===== src/rtl/irq_controller.sv =====
// irq_controller
//   Four-source interrupt controller. Raw lines are synchronised, rising
//   edges are latched into a pending register, a software mask gates
//   arbitration (source 0 highest priority), and a single request is run
//   through a request / acknowledge / end-of-interrupt handshake with the CPU.
//
// Parameters
//   ACK_TIMEOUT  cycles irq may stay high without irq_ack (1..255)
//
// Ports
//   clk         system clock, all state on rising edge
//   rst_n       asynchronous active-low reset
//   irq_in      raw interrupt lines (asynchronous), bit i = source i
//   mask_we     mask register write strobe
//   mask_wdata  new mask value, 1 = source disabled
//   irq_ack     CPU acknowledge pulse
//   eoi         CPU end-of-interrupt pulse
//   irq         registered interrupt request
//   irq_id      id of requested / in-service source
//   pending     pending register
//   mask        mask register
//   in_service  acknowledged interrupt awaiting EOI
module irq_controller #(
    parameter int unsigned ACK_TIMEOUT = 16
) (
    input  logic       clk,
    input  logic       rst_n,
    input  logic [3:0] irq_in,
    input  logic       mask_we,
    input  logic [3:0] mask_wdata,
    input  logic       irq_ack,
    input  logic       eoi,
    output logic       irq,
    output logic [1:0] irq_id,
    output logic [3:0] pending,
    output logic [3:0] mask,
    output logic       in_service
);

    typedef enum logic [1:0] {
        IDLE    = 2'd0,
        REQ     = 2'd1,
        SERVICE = 2'd2
    } state_t;

    state_t     state, state_nxt;
    logic [7:0] cnt, cnt_nxt;
    logic [3:0] sync1, sync2, sync3;
    logic [3:0] edges;
    logic [3:0] eligible;
    logic [1:0] winner;
    logic       any_eligible;
    logic [3:0] clr;
    logic       irq_nxt;
    logic [1:0] irq_id_nxt;
    logic       in_service_nxt;
    logic [3:0] pending_nxt;
    logic [3:0] mask_nxt;

    // Two-flop synchroniser followed by a third flop used only for edge detect.
    always_ff @(posedge clk or negedge rst_n) begin
        if (!rst_n) begin
            sync1 <= '0;
            sync2 <= '0;
            sync3 <= '0;
        end else begin
            sync1 <= irq_in;
            sync2 <= sync1;
            sync3 <= sync2;
        end
    end

    assign edges    = sync2 & ~sync3;
    assign eligible = pending & ~mask;

    // Lowest set index wins.
    always_comb begin
        winner       = 2'd0;
        any_eligible = |eligible;
        if (eligible[0])      winner = 2'd0;
        else if (eligible[1]) winner = 2'd1;
        else if (eligible[2]) winner = 2'd2;
        else if (eligible[3]) winner = 2'd3;
    end

    always_comb begin
        state_nxt      = state;
        cnt_nxt        = cnt;
        irq_nxt        = irq;
        irq_id_nxt     = irq_id;
        in_service_nxt = in_service;
        mask_nxt       = mask_we ? mask_wdata : mask;
        clr            = '0;

        case (state)
            IDLE: begin
                irq_nxt = 1'b0;
                if (any_eligible) begin
                    irq_id_nxt = winner;
                    irq_nxt    = 1'b1;
                    cnt_nxt    = '0;
                    state_nxt  = REQ;
                end
            end
            REQ: begin
                // Ack beats both a masking write and timeout expiry.
                if (irq_ack) begin
                    clr[irq_id]    = 1'b1;
                    irq_nxt        = 1'b0;
                    in_service_nxt = 1'b1;
                    state_nxt      = SERVICE;
                end else if (mask_we && mask_wdata[irq_id]) begin
                    irq_nxt   = 1'b0;
                    state_nxt = IDLE;
                end else if (cnt == 8'(ACK_TIMEOUT - 1)) begin
                    // irq was raised on the IDLE->REQ edge with cnt = 0, so
                    // dropping at cnt = ACK_TIMEOUT-1 keeps it high exactly
                    // ACK_TIMEOUT cycles.
                    irq_nxt   = 1'b0;
                    state_nxt = IDLE;
                end else begin
                    cnt_nxt = cnt + 8'd1;
                end
            end
            SERVICE: begin
                irq_nxt = 1'b0;
                if (eoi) begin
                    in_service_nxt = 1'b0;
                    state_nxt      = IDLE;
                end
            end
            default: begin
                irq_nxt        = 1'b0;
                in_service_nxt = 1'b0;
                state_nxt      = IDLE;
            end
        endcase

        // A new edge wins over a clear in the same cycle.
        pending_nxt = (pending & ~clr) | edges;
    end

    always_ff @(posedge clk or negedge rst_n) begin
        if (!rst_n) begin
            state      <= IDLE;
            cnt        <= '0;
            irq        <= 1'b0;
            irq_id     <= '0;
            in_service <= 1'b0;
            pending    <= '0;
            mask       <= '1;
        end else begin
            state      <= state_nxt;
            cnt        <= cnt_nxt;
            irq        <= irq_nxt;
            irq_id     <= irq_id_nxt;
            in_service <= in_service_nxt;
            pending    <= pending_nxt;
            mask       <= mask_nxt;
        end
    end

endmodule


===== config.mk =====
export PLATFORM = sky130hd
export DESIGN_NAME = irq_controller
export DESIGN_NICKNAME = d
export VERILOG_FILES = /design/src/rtl/irq_controller.sv
export SDC_FILE = /design/constraint.sdc
export NUM_CORES = 1
export LEC_CHECK = 0
export ABC_AREA = 0
export CAP_MARGIN = 20
export CORE_MARGIN = 2
export CORE_UTILIZATION = 47
export DETAILED_ROUTE_END_ITERATION = 16
export HOLD_SLACK_MARGIN = 0.06
export PLACE_DENSITY = 0.73
export SLEW_MARGIN = 20
export SYNTH_ARGS = -nofsm -noshare
export SYNTH_HDL_FRONTEND = slang
export SYNTH_SLANG_ARGS = --single-unit
export TNS_END_PERCENT = 10

===== constraint.sdc =====
create_clock -name clk -period 2 [get_ports clk]
set_input_delay 0.6 -clock clk [delete_from_list [all_inputs] [get_ports clk]]
set_output_delay 0.6 -clock clk [all_outputs]
set_load 0.03 [all_outputs]

==> impl_metrics.yaml, run 1 <==
outcome:
  status: "complete, but fails checks"
  violations: "DRC"
floorplanning:
  dieHeight_um: 58.9
  die_x_um: 58.9
  dieArea_um2: 3470
  core_area_um2: 2810
  io_pins: 25
  initial_core_util: 0.504
  row_count: 19
worst_setup_path:
  r2r-start: "mask[2]$_DFFE_PN1P_"
  crit_fanout: 4
  crit_start: "mask[2]$_DFFE_PN1P_"
  cp_cell_sequence: "dlygate4sd2_1"
  crit_type: "reg2out"
  cp.required_ps: 1400
  slowest_stage: "dfstp_2"
  crit_family: "flip-flops"
  critPathCaptureType: "primary output"
  rrSetupSlack_ps: 270
  cp_data_arrival_time_ps: 1350
  start_kind: "register"
  critPathMaxStageDelay_ps: 590
  worst-path-buf-inv: 1
layout:
  fin_cells: 192
  diodes: 0
  multi_input_area_um2: 528
  final_cell_area_um2: 1840
  nets: 174
  drive_above_1_share: 0.180
  syn_to_final_growth_pct: 29.7
  fill_cells: 231
  final-seq-area_um2: 856
clock_tree:
  cts-root-buf: "clkbuf_4"
  clk_path_buf_depth: 2
  clk_pin_slew_ps: 110
  clock-sinks: 34
  clock_latency_ps: 350
  htreeDepth: 2
  cts_tree: "yes"
  post_cts_buffers: 0
  numCtsBuffers: 5
power:
  power_mw: 2.29
  power.density_nw_per_um2: 1250
  peakVddDrop_uv: 847
  leakagePower_nw: 0.813
route:
  avgRoutedWirePerCell_um: 15.2
  first_pass_iters: 10
  met2_length_um: 1350
  vias: 1085
  drt-met1-wl_um: 1240
  top_layer_used: "met4"
  viasPerCell: 5.65
  wl_met3_um: 200
  drtIter0Drc: 31
  finalWirelength_um: 2910
  ant_nets: 0
  drc: 3
job:
  drv_cap: 0
synthesis:
  synth_edf_count: 0
  ys.flop_type: "dfrtp_1"
  synthMuxAreaShare: 0.0672
  yosysWarnings: 0
  synthCells: 120
  synth_top_cell_area_share: 0.531
  seq_area_frac_synth: 0.605
  synthesis.nets: 134
  yosys.area_share.xor_xnor: 0
  synth_cell_types: 34
  synthAdderAreaFrac: 0.00884
  yosysMostFrequentCell: "dfrtp_1"
  synthArstFlopShare: 1.00
  synth-compound-area-share: 0.137
  ys_ff_latch: 34
  syn_area_um2: 1420
  synth_commonest_cells: "dfrtp_1 (30), o21ai_0 (11), nand2_1 (9)"
  synthSimpleGateAreaFrac: 0.160
  synth_top_family_by_area: "simple AND/OR/NAND/NOR gates"
  syn_avg_cell_area_um2: 11.8
  ys_top_cells_by_area: "dfrtp_1 (53%), dfstp_2 (7.4%), o21ai_0 (3.9%)"
  yosysTopAreaCell: "dfrtp_1"
timing:
  finalCritPeriodShare: 0.973
  period_minus_slack_ps: 1950
  worstMarginPinSlew_ps: 448
  report.final.setup_viol: 0
  holdWs_ps: 365
  slew_viol_final: 0
  clock_skew_ps: 5.79
  relSlewSlack: 0.699
  rsz0062_at_grt: "false"
  fmax_ghz: 0.514
  setup_ws_ps: 54.9
  hold_viol_final: 0
hold_path:
  min-delay-path-class: "reg2reg"
  min_from: "sync1[3]$_DFF_PN0_"
placement:
  portBuffers: 24
  dp_cells: 184
  place_ws_ps: -155
  gp_congestion: 0.727
  hpwl_um: 2130
  dpl-instance-area_um2: 1760
global_route:
  grt_max_degree: 35
  grt_overflow: 0
  grt_pass1_vias: 1072
  antenna_found_initial: 0
  grt.total_usage: 0.207
  grt_pass1_wl_um: 5180
where the power goes:
group          switching (mW)  leakage, nW  internal (mW)
combinational           0.483        0.373          0.344
clock                   0.250       0.0374          0.262
sequential              0.131        0.403          0.824
cell type report:
| cell class | count | area share |
|---|---|---|
| clock buffer | 5 | 0.0204 |
| clock inverter | 3 | 0.0245 |
| multi-input combinational | 78 | 0.288 |
| inverter | 7 | 0.0143 |
| timing repair buffer | 34 | 0.166 |
| tap | 31 | 0.0211 |
| sequential | 34 | 0.466 |
kinds of logic (layout without fill, tap and decap cells):
kind of cell,count (synthesis),count (layout)
flops,34,34
mux,9,9
buf+inv,8,49
fa+ha+maj,1,1
simple gates,39,39
compound gates,29,29
final timing paths:
kind | to | cells past startpoint
hold / removal | sync2[3]$_DFF_PN0_ | 0
setup reg to reg | cnt[6]$_DFFE_PN0P_ | 4
hold reg to reg | sync2[3]$_DFF_PN0_ | 0
max in group asynchronous | mask[0]$_DFFE_PN1P_ | 2
setup / recovery | mask[2] | 1
min in group asynchronous | irq_id[1]$_DFFE_PN0P_ | 2
what timing repair did:
item | CTS | global route
hold buffers | 0 | 0
setup endpoints to repair | 11 | 1
endpoints found under the hold margin | 0 | 0
gates resized for setup | 11 | 1
metal layers:
metal / GRT usage / vias up
met2: 0.310 / 36
met3: 0.0659 / 12
li1: - / 514
met1: 0.269 / 523
met4: 0.110 / 0
met5: 0 / -
flip-flops by register name, summed over array words and instances (netlist names):
name	cells
irq_id	2
state	2
sync3	4
cnt	8
sync1	4
irq	1
mask	4
pending	4
in_service	1
sync2	4
placed cells by master (no fill, tap or decap), types with 3 or more instances in the layout:
cell	instances
dfrtp_1	30
clkdlybuf4s50_1	12
o21ai_0	11
dlygate4sd2_1	11
buf_4	10
nand2_1	9
inv_1	7
nand2b_1	5
a21oi_1	5
mux2i_1	5
clkbuf_4	5
nor2b_1	4
nand3_1	4
o31ai_1	4
mux2_2	4
dfstp_2	4
nor2_1	3
per-stage QoR:
step	TNS [ps]	util
2_1_floorplan	0	-
3_3_place_gp	-675	0.629
3_5_place_dp	-1130	0.629
4_1_cts	0	0.653
5_1_grt	0	0.654
6_report	0	0.654
No activity file was read; power rests on OpenSTA's default activity.
==> inputs of run 2 (changes only) <==
--- a/config.mk
+++ b/config.mk
@@ -12,6 +12,7 @@
 export DETAILED_ROUTE_END_ITERATION = 16
 export HOLD_SLACK_MARGIN = 0.06
 export PLACE_DENSITY = 0.73
+export SKIP_CTS_REPAIR_TIMING = 1
 export SLEW_MARGIN = 20
 export SYNTH_ARGS = -nofsm -noshare
 export SYNTH_HDL_FRONTEND = slang
==> constraint.sdc (replaced) <==
create_clock -name clk -period 2.2 [get_ports clk]
set_input_delay 0.66 -clock clk [delete_from_list [all_inputs] [get_ports clk]]
set_output_delay 0.66 -clock clk [all_outputs]
set_load 0.03 [all_outputs]
==> run 2 against run 1 <==
The flow still finishes with violations (DRC). Non-clock buffer count shrank 2. Critical path type unchanged. Setup slack better by 51 ps. Utilization up 1.2 points. Sequential power down 8.9%. Combinational power fell by 8.3%. Register-to-register slack improved by 90 ps. First-iteration DRC count rose by 100%. Hold slack worse by 5.5 ps.
==> impl_metrics.yaml, run 2 (synthesis results as in run 1) <==
worst_setup_path:
  cp_data_arrival_time_ps: 1430
  crit_type: "reg2out"
  start_kind: "register"
  cp_cell_sequence: "clkdlybuf4s50_1"
  cp.required_ps: 1540
  critPathMaxStageDelay_ps: 680
  crit_fanout: 4
  worst-path-buf-inv: 1
  critPathCaptureType: "primary output"
  slowest_stage: "clkdlybuf4s50_1"
  crit_family: "buffers and inverters"
layout:
  max_flop_register: "cnt"
  nets: 172
  diodes: 0
  syn_to_final_growth_pct: 32.2
  final_cell_area_um2: 1870
  final_common_cell: "dfrtp_1"
  finish.utilization: 0.667
  drive_above_1_share: 0.170
  most-common-layout-cells: "dfrtp_1 (30), clkdlybuf4s50_1 (18), o21ai_0 (11), nand2_1 (9), buf_4 (8)"
  largest_reg_flops: 8
global_route:
  grt_max_degree: 35
  grt.total_usage: 0.186
  grt_overflow: 0
  grt_pass1_wl_um: 4710
  antenna_found_initial: 0
  grt_pass1_vias: 1052
timing:
  worstMarginPinSlew_ps: 479
  period_minus_slack_ps: 2090
  slew_viol_final: 0
  finalCritPeriodShare: 0.952
  report.final.setup_viol: 0
  relSlewSlack: 0.678
  rsz0062_at_grt: "false"
  clock_skew_ps: 10.9
  hold_viol_final: 0
  fmax_ghz: 0.478
route:
  drtIter0Drc: 62
  viasPerCell: 5.65
  first_pass_iters: 10
  avgRoutedWirePerCell_um: 14.8
  ant_nets: 0
  drc: 3
  vias: 1073
  finalWirelength_um: 2820
floorplanning:
  io_pins: 25
  initial_core_util: 0.504
  core_area_um2: 2810
  die_x_um: 58.9
  row_count: 19
  dieArea_um2: 3470
  dieHeight_um: 58.9
clock_tree:
  clk_pin_slew_ps: 120
  clock-sinks: 34
  clk_path_buf_depth: 2
  cts-root-buf: "clkbuf_4"
  numCtsBuffers: 5
  clock_latency_ps: 340
  htreeDepth: 2
  cts_tree: "yes"
outcome:
  violations: "DRC"
  status: "complete, but fails checks"
job:
  drv_cap: 0
placement:
  portBuffers: 24
  hpwl_um: 2000
  dpl-instance-area_um2: 1750
  gp_congestion: 0.713
power:
  power.density_nw_per_um2: 1180
  leakagePower_nw: 0.866
  peakVddDrop_uv: 635
hold_path:
  min-delay-path-class: "reg2reg"
-- run 2: layout make-up --
class | count | area [um^2]
Timing Repair Buffer | 32 | 315
Multi-Input combinational cell | 78 | 528
Clock buffer | 5 | 37.5
Tap cell | 31 | 38.8
Fill cell | 215 | 935
Inverter | 7 | 26.3
Clock inverter | 3 | 68.8
Sequential cell | 34 | 856
-- run 2: worst paths after layout --
kind | start | endpoint | slack (ps) | depth (start not counted)
max | pending[2]$_DFF_PN0_ | pending[2] | 110 | 1
min | sync1[2]$_DFF_PN0_ | sync2[2]$_DFF_PN0_ | 360 | 0
max reg2reg | mask[2]$_DFFE_PN1P_ | cnt[6]$_DFFE_PN0P_ | 360 | 4
min reg2reg | sync1[2]$_DFF_PN0_ | sync2[2]$_DFF_PN0_ | 360 | 0
max in group asynchronous | rst_n | mask[1]$_DFFE_PN1P_ | 1170 | 2
min in group asynchronous | rst_n | pending[2]$_DFF_PN0_ | 700 | 2
-- run 2: per-layer routing --
metal	wire length, um	global-route usage	vias to the layer above
met5	0	0	-
met4	57	0.0974	0
met3	200	0.0484	7
met2	1320	0.286	46
met1	1240	0.243	506
li1	-	-	514
-- run 2: worst register-to-register path, delay by kind of cell, from the launching register on --
kind	cells	cell delay (ps)
compound gates	1	510
flops	1	600
simple gates	3	680
-- run 2: metrics by stage --
step                setup TNS (ps)  setup slack (ps)  cells  hold slack (ps)  total power, mW
finish                           0               106    190              360             2.21
CTS                           -300             -99.2    190              365             2.23
global route                     0              48.0    190              372             2.34
detailed placement           -38.6             -31.7    182              338             1.64
floorplan                        0               400    120              331             1.32
global placement                 0              39.8    182              335             1.62
-- run 2: power breakdown --
part	switching, mW	total, mW	internal, mW
Sequential	0.120	0.870	0.749
Combinational	0.424	0.758	0.333
Clock	0.224	0.580	0.355
Total	0.769	2.21	1.44
==> inputs of run 3 (changes only) <==
--- a/config.mk
+++ b/config.mk
@@ -12,6 +12,8 @@
 export DETAILED_ROUTE_END_ITERATION = 16
 export HOLD_SLACK_MARGIN = 0.06
 export PLACE_DENSITY = 0.73
+export RECOVER_POWER = 25
+export REMOVE_ABC_BUFFERS = 1
 export SKIP_CTS_REPAIR_TIMING = 1
 export SLEW_MARGIN = 20
 export SYNTH_ARGS = -nofsm -noshare
==> run 3 against run 2 <==
The flow still finishes with violations (DRC). Final cell count down 0.53%. Sequential cell count unchanged. Die area unchanged. Register-to-register slack better by 30 ps. Critical endpoint unchanged.
==> impl_metrics.yaml, run 3 (synthesis results as in run 1) <==
clock_tree:
  cts_tree: "yes"
  cts-root-buf: "clkbuf_4"
  clock_latency_ps: 330
  numCtsBuffers: 5
  htreeDepth: 2
  clock-sinks: 34
  clk_path_buf_depth: 2
  clk_pin_slew_ps: 110
layout:
  final_cell_area_um2: 1870
  fill_cells: 217
  max_flop_register: "cnt"
  nets: 171
  largest_reg_flops: 8
  most-common-layout-cells: "dfrtp_1 (30), clkdlybuf4s50_1 (13), o21ai_0 (11), nand2_1 (9), inv_1 (7)"
  fin_cells: 189
  diodes: 0
  drive_above_1_share: 0.165
  syn_to_final_growth_pct: 31.8
  final_common_cell: "dfrtp_1"
timing:
  holdWs_ps: 344
  relSlewSlack: 0.458
  report.final.setup_viol: 0
  slew_viol_final: 0
  clock_skew_ps: 11.1
  finalCritPeriodShare: 0.946
  worstMarginPinSlew_ps: 813
  tns_ps: 0
  hold_viol_final: 0
  fmax_ghz: 0.480
  period_minus_slack_ps: 2080
  rsz0062_at_grt: "false"
worst_setup_path:
  slowest_stage: "clkdlybuf4s50_1"
  cp_data_arrival_time_ps: 1420
  critPathMaxStageDelay_ps: 690
  crit_fanout: 4
  worst-path-buf-inv: 1
  start_kind: "register"
  crit_type: "reg2out"
  cp.required_ps: 1540
  critPathCaptureType: "primary output"
  crit_family: "buffers and inverters"
  cp_cell_sequence: "clkdlybuf4s50_1"
power:
  power.density_nw_per_um2: 1190
  p_comb_frac: 0.342
  peakVddDrop_uv: 632
  clkPwrFrac: 0.265
  p_sw_uw: 754
  p_int_mw: 1.47
  seq_power_share: 0.392
  p_sw_frac: 0.340
  leakagePower_nw: 0.866
route:
  ant_nets: 0
  first_pass_iters: 10
  finalWirelength_um: 2900
  viasPerCell: 5.68
  vias: 1074
  avgRoutedWirePerCell_um: 15.3
  drc: 2
  drtIter0Drc: 73
floorplanning:
  die_x_um: 58.9
  dieArea_um2: 3470
  row_count: 19
  initial_core_util: 0.504
  io_pins: 25
  dieHeight_um: 58.9
  core_area_um2: 2810
hold_path:
  min-delay-path-class: "reg2reg"
global_route:
  grt_overflow: 0
  grt.total_usage: 0.185
  grt_busiest_layer: "met2"
  met3_usage: 0.0549
  grt_pass1_wl_um: 4820
  grt_pass1_vias: 1163
  grt_max_degree: 35
  gr-usage-met1: 0.215
  use_met2: 0.310
  antenna_found_initial: 0
job:
  drv_cap: 0
placement:
  hpwl_um: 2140
  portBuffers: 24
  dpl-instance-area_um2: 1740
  gp_congestion: 0.838
  dp_cells: 181
outcome:
  violations: "DRC"
  status: "complete, but fails checks"
[run 3: per-layer routing]
metal	wire, um	up-vias
li1	-	507
met1	1250	505
met2	1350	53
met3	234	9
met4	62	0
met5	0	-
[run 3: stage by stage]
stage	power (mW)	util	worst slack, ps
after global placement	1.62	0.621	-26.8
after global routing	2.34	0.665	59.0
after floorplan	1.32	-	400
after CTS	2.24	0.661	-88.9
final	2.22	0.665	118
after detailed placement	1.65	0.621	-50.0
[run 3: power by group through the flow]
stage / clock (mW) / sequential (mW) / combinational (mW)
finish: 0.588 / 0.871 / 0.760
global route: 0.627 / 0.891 / 0.819
CTS: 0.604 / 0.871 / 0.765
detailed placement: 0 / 0.882 / 0.764
global placement: 0 / 0.877 / 0.741
floorplan: 0 / 0.997 / 0.320
[run 3: worst paths after layout]
kind	startpoint	end	slack (ps)	cells after the start
worst max-delay path	pending[2]$_DFF_PN0_	pending[2]	120	1
worst min-delay path	sync1[0]$_DFF_PN0_	sync2[0]$_DFF_PN0_	340	0
worst max register to register	mask[2]$_DFFE_PN1P_	cnt[6]$_DFFE_PN0P_	390	4
worst min register to register	sync1[0]$_DFF_PN0_	sync2[0]$_DFF_PN0_	340	0
max in group asynchronous	rst_n	cnt[0]$_DFFE_PN0P_	740	2
min in group asynchronous	rst_n	pending[2]$_DFF_PN0_	950	2
[run 3: layout make-up]
type	instances	area, um^2	share of cell area
Tap cell	31	38.8	0.0208
Clock inverter	2	60.1	0.0322
Multi-Input combinational cell	78	528	0.283
Clock buffer	6	51.3	0.0275
Timing Repair Buffer	31	305	0.164
Inverter	7	26.3	0.0141
Sequential cell	34	856	0.459
